===== config.mk =====
export PLATFORM = sky130hd
export DESIGN_NAME = pwm_audio_out
export DESIGN_NICKNAME = d
export VERILOG_FILES = /design/src/rtl/pwm_audio_out.sv
export SDC_FILE = /design/constraint.sdc
export NUM_CORES = 1
export LEC_CHECK = 0
export ABC_AREA = 0
export BUFFER_PORTS_ARGS = -buffer_cell sky130_fd_sc_hd__buf_4
export CORE_ASPECT_RATIO = 1.2
export CORE_MARGIN = 5
export CORE_UTILIZATION = 40
export CTS_CLUSTER_SIZE = 24
export DETAILED_ROUTE_END_ITERATION = 7
export GPL_TIMING_DRIVEN = 0
export SLEW_MARGIN = 5
export SYNTH_ARGS = -nofsm -noshare
export SYNTH_HDL_FRONTEND = slang
export SYNTH_SLANG_ARGS = --single-unit

===== constraint.sdc =====
create_clock -name clk -period 1.55 [get_ports clk]
set_input_delay 0.0775 -clock clk [delete_from_list [all_inputs] [get_ports clk]]
set_output_delay 0.0775 -clock clk [all_outputs]
set_load 0.05 [all_outputs]

===== src/rtl/pwm_audio_out.sv =====
// Single-pin PWM audio DAC: 8-bit samples into a one-entry holding buffer,
// 256 ticks per frame, duty latched only at frame boundaries, sample_req per frame.
module pwm_audio_out #(
  parameter int DIV = 1
) (
  input  logic       clk,
  input  logic       rst_n,
  input  logic       sample_valid,
  input  logic [7:0] sample_in,
  output logic       sample_req,
  output logic       pwm_out,
  output logic       overrun
);

  localparam int PW = (DIV > 1) ? $clog2(DIV) : 1;
  localparam logic [PW-1:0] PRE_MAX = PW'(DIV - 1);

  logic [PW-1:0] pre_q, pre_d;
  logic [7:0]    cnt_q, cnt_d;
  logic [7:0]    duty_q, duty_d;
  logic [7:0]    hold_q, hold_d;
  logic          pending_q, pending_d;
  logic          req_q, req_d;
  logic          pwm_q, pwm_d;
  logic          ovr_q, ovr_d;

  logic tick;
  logic frame_end;

  assign tick      = (pre_q == PRE_MAX);
  assign frame_end = tick && (cnt_q == 8'hFF);

  always_comb begin
    pre_d     = tick ? '0 : pre_q + 1'b1;
    cnt_d     = tick ? cnt_q + 8'd1 : cnt_q;
    duty_d    = duty_q;
    hold_d    = hold_q;
    pending_d = pending_q;
    ovr_d     = ovr_q;
    req_d     = frame_end;
    // Compare uses the current cnt/duty, so the pin trails them by one clock.
    pwm_d     = (cnt_q < duty_q);

    // Boundary consumes the OLD hold value even if a new sample lands this cycle.
    if (frame_end) begin
      if (pending_q) begin
        duty_d = hold_q;
      end
      pending_d = 1'b0;
    end

    if (sample_valid) begin
      hold_d    = sample_in;
      pending_d = 1'b1;
      if (pending_q && !frame_end) begin
        ovr_d = 1'b1;
      end
    end
  end

  always_ff @(posedge clk or negedge rst_n) begin
    if (!rst_n) begin
      pre_q     <= '0;
      cnt_q     <= '0;
      duty_q    <= '0;
      hold_q    <= '0;
      pending_q <= 1'b0;
      req_q     <= 1'b0;
      pwm_q     <= 1'b0;
      ovr_q     <= 1'b0;
    end else begin
      pre_q     <= pre_d;
      cnt_q     <= cnt_d;
      duty_q    <= duty_d;
      hold_q    <= hold_d;
      pending_q <= pending_d;
      req_q     <= req_d;
      pwm_q     <= pwm_d;
      ovr_q     <= ovr_d;
    end
  end

  assign sample_req = req_q;
  assign pwm_out    = pwm_q;
  assign overrun    = ovr_q;

endmodule

# Yosys cells after proc, flatten, opt, wreduce, memory -nomap -nowiden
# Cells that the tools add are included.
# Widths: inputs -> output; s select.
[totals] reg_bits=29 in_bits=11 elab_cells=22 output_inout_bits=3
[op_classes] n_lt_le_gt_ge=1 n_addsub=2 n_bitwise=1 reduce_logical=6 n_mux=3 n_eq_ne=1
[ops] op="$add 8x1->8 const B" n=1
[ops] op="$eq 8x8->1 const B" n=1
[ops] op="$lt 8x8->1" n=1
[ops] op="$reduce_and 2->1" n=2
[ops] op="$mux 1" n=3
[ops] op="$logic_and 1x1->1" n=2
[ops] op="$reduce_bool 2->1" n=1
[ops] op="$add 1x1->1 const B" n=1
[ops] op="$logic_not 1->1" n=1
[ops] op="$not 1->1" n=1

# Depth between registers and ports, before layout
[depth] word_depth=5 ltp_mapped=5 depth_no_buf=5

# Worst setup path after synthesis
# Ideal clock, no wire load.
[synth_path] kind="flip-flop to flip-flop" startpoint="register cnt_q[0]" endpoint="register duty_q[0]" path_buffers=0 path_stages_with_launch=5 arrival_ps=1350 required_time_ps=1425 setup_ps=125 period_less_slack_ps=1474 path_slack_ps=76 path_cell_list="dfrtp_1 -> ha_1 -> nand4_1 -> nor3_4 -> mux2_2"
[synth_between] elab_chain_len=3
[synth_lines] item="start: declaration" line="19" source="logic [7:0] cnt_q, cnt_d;"
[synth_lines] item="start signal: assignment" line="73" source="cnt_q <= cnt_d;"
[synth_lines] item="$eq 8x8->1" line="31" source="assign frame_end = tick && (cnt_q == 8'hFF);"
[synth_lines] item="$logic_and 1x1->1" line="31"
[synth_lines] item="$reduce_and 2->1 (no line)"
[synth_lines] item="end signal: assignment" line="74" source="duty_q <= duty_d;"
[synth_lines] item="end: declaration" line="20" source="logic [7:0] duty_q, duty_d;"
# Every way passes these cells.
# A chain may end at the register's enable or synchronous reset.

# Worst setup path in the final report
# Same ends and word-level chain as after synthesis.

==> flow_summary.json <==
{
  "outcome": "finished clean",
  "final_core_util": 0.511,
  "gp_congestion": 0.797,
  "path_clk_slew_ps": 140,
  "final_hold_viol_count": 0,
  "syn_nets": 116,
  "hp-class": "in2async",
  "drtPass1Iterations": 4,
  "max-cap-violations": 0,
  "power.total_w": 0.00118,
  "final_cell_mix": "dfrtp_1, mux2_2, buf_4",
  "cts_root_buffer": "clkbuf_4",
  "io_buffers": 12,
  "post_synth_inst_count": 97,
  "path_max_fanout": 8,
  "synth_area_per_cell_um2": 12.6,
  "htreeDepth": 1,
  "pin_count": 14,
  "syn2layout_area_growth_pct": 25.3,
  "finalCritPeriodShare": 0.951,
  "grt_overflow": 0,
  "ant_nets": 0,
  "yosysTopAreaCell": "dfrtp_1",
  "clock_latency_ps": 320,
  "period_needed_ps": 1470,
  "dp_cells": 145,
  "use_met2": 0.167,
  "crit_path_end_kind": "flip-flop",
  "wirelength_mm": 1.93,
  "die_area_mm2": 0.00427,
  "worst_slew_pin_slew_ps": 484,
  "drt_iter0_drc": 27,
  "rsz0062_at_grt": "no",
  "drv_slew": 0,
  "relSlewSlack": 0.678,
  "drc_errors": 0,
  "antenna_found_initial": 0,
  "grt_pass1_vias": 758,
  "cp-start-kind": "flip-flop",
  "max_freq_mhz": 678,
  "wire_per_inst_um": 12.0,
  "use_met3": 0.0164,
  "skew_ps": 1.04,
  "cp.required_ps": 1770,
  "p_leak_nw": 0.725,
  "drive_gt1_frac": 0.296,
  "die_w_um": 60.5,
  "ys_ff_latch": 28,
  "grtUsageMet1": 0.138,
  "syn_area_mm2": 0.00122,
  "path_class": "reg2reg",
  "cts_num_sinks": 28,
  "routed-via-count": 760,
  "clock_path_buffers": 2,
  "cts_tree": "built",
  "setup_viol": 0,
  "fin_tns_setup_ps": 0,
  "core_mm2": 0.00300,
  "powerDensity_mw_per_mm2": 770,
  "grt_max_degree": 29,
  "yosysSeqAreaShare": 0.573,
  "synthTopCellsByArea": "dfrtp_1, mux2_2, ha_1",
  "post-dp-hpwl_mm": 1.42,
  "cts_buffers": 3,
  "final_common_cell": "dfrtp_1",
  "grt_pass1_wl_mm": 3.39,
  "irDropWorstVdd_mv": 0.610,
  "yosys_warnings": 0,
  "final_nets": 145,
  "via_per_inst": 4.72,
  "initial_utilization": 0.408,
  "layout.cells.non_filler": 161,
  "antenna_cells": 0,
  "ys_types": 17,
  "top_usage_layer": "met2",
  "die_y_um": 70.6,
  "num_rows": 22,
  "grt_usage": 0.104,
  "cp.arrival_ps": 1690,
  "netlist.area_leader.share": 0.573
}
## layer usage
layer / routed length, µm / share of wire
met2: 1010 / 0.52
met5: 0 / 0
met1: 838 / 0.44
met4: 10 / 0.0052
met3: 67 / 0.035
## sequential cells by signal, indices dropped and copies added, names as in the netlist
register,flops
cnt_q,8
duty_q,8
hold_q,8
overrun,1
pending_q,1
pwm_out,1
sample_req,1
## synth_stat cells
master	number
ha_1	8
clkbuf_1	1
nor2_1	5
o21bai_1	1
o21ai_0	2
mux2_2	16
nor2b_1	1
dfrtp_1	28
nand4_1	3
xor2_1	4
a21oi_1	4
nand3_1	5
xnor2_1	2
o211ai_1	1
nand2_1	5
nor3_4	1
inv_1	10
## where the power goes
part | leakage, nW | internal [W] | switching (W)
Clock | 0.0210 | 0.000144 | 0.000201
Combinational | 0.356 | 0.0000480 | 0.0000278
Sequential | 0.348 | 0.000751 | 0.00000886
Total | 0.725 | 0.000943 | 0.000238
## metrics by stage
step | area, µm² | setup slack (ps) | hold WS (ps)
3_3_place_gp | 1360 | -127 | 13.0
3_5_place_dp | 1360 | -151 | 12.7
5_1_grt | 1530 | 8.67 | 202
4_1_cts | 1530 | 6.87 | 191
6_report | 1530 | 75.3 | 191
2_1_floorplan | 1220 | 75.5 | -218
## worst max-delay path, cell delays in order (launching register included)
cell	delay (ps)
dfrtp_1	420
ha_4	160
nand4_1	120
nor3_4	180
buf_12	150
mux2_2	330
## area by class of cell
class	instances	area, µm²
repair buffers	24	215
fillers	278	1470
plain buffers	1	3.75
flip-flops and latches	28	701
clock buffers	4	36.3
well taps	36	45.0
inverters	10	37.5
multi-input cells	58	494
## what timing repair did
item | CTS | global route
gates cloned | 0 | 0
hold buffers | 9 | 0
pin swaps | 2 | 1
buffers inserted | 3 | 0
endpoints found under the setup margin | 8 | 8
resized for setup | 2 | 0
endpoints found under the hold margin | 36 | 0
## kinds of logic (layout without fill, tap and decap cells)
family,count (synthesis),after routing,share of synthesized area
DFF,28,28,0.573
AOI/OAI and AO/OA,8,8,0.0368
xor gates and xnor gates,6,6,0.0429
buffers and inverters,11,39,0.0337
muxes,16,16,0.147
adders and majority gates,8,8,0.0818
and+or+nand+nor,20,20,0.0849
## path summary, 6_finish.rpt
kind | from | endpoint | slack [ps] | depth (start not counted)
min in group clk | sample_valid | pending_q$_DFFE_PN0P_ | 210 | 3
min | rst_n | hold_q[2]$_DFFE_PN0P_ | 190 | 2
min reg2reg | overrun$_DFFE_PN0P_ | overrun$_DFFE_PN0P_ | 510 | 1
max | cnt_q[0]$_DFF_PN0_ | duty_q[0]$_DFFE_PN0P_ | 80 | 5
max reg2reg | cnt_q[0]$_DFF_PN0_ | duty_q[0]$_DFFE_PN0P_ | 80 | 5
max in group asynchronous | rst_n | duty_q[4]$_DFFE_PN0P_ | 1110 | 2
Power figures use the tool's default switching activity.
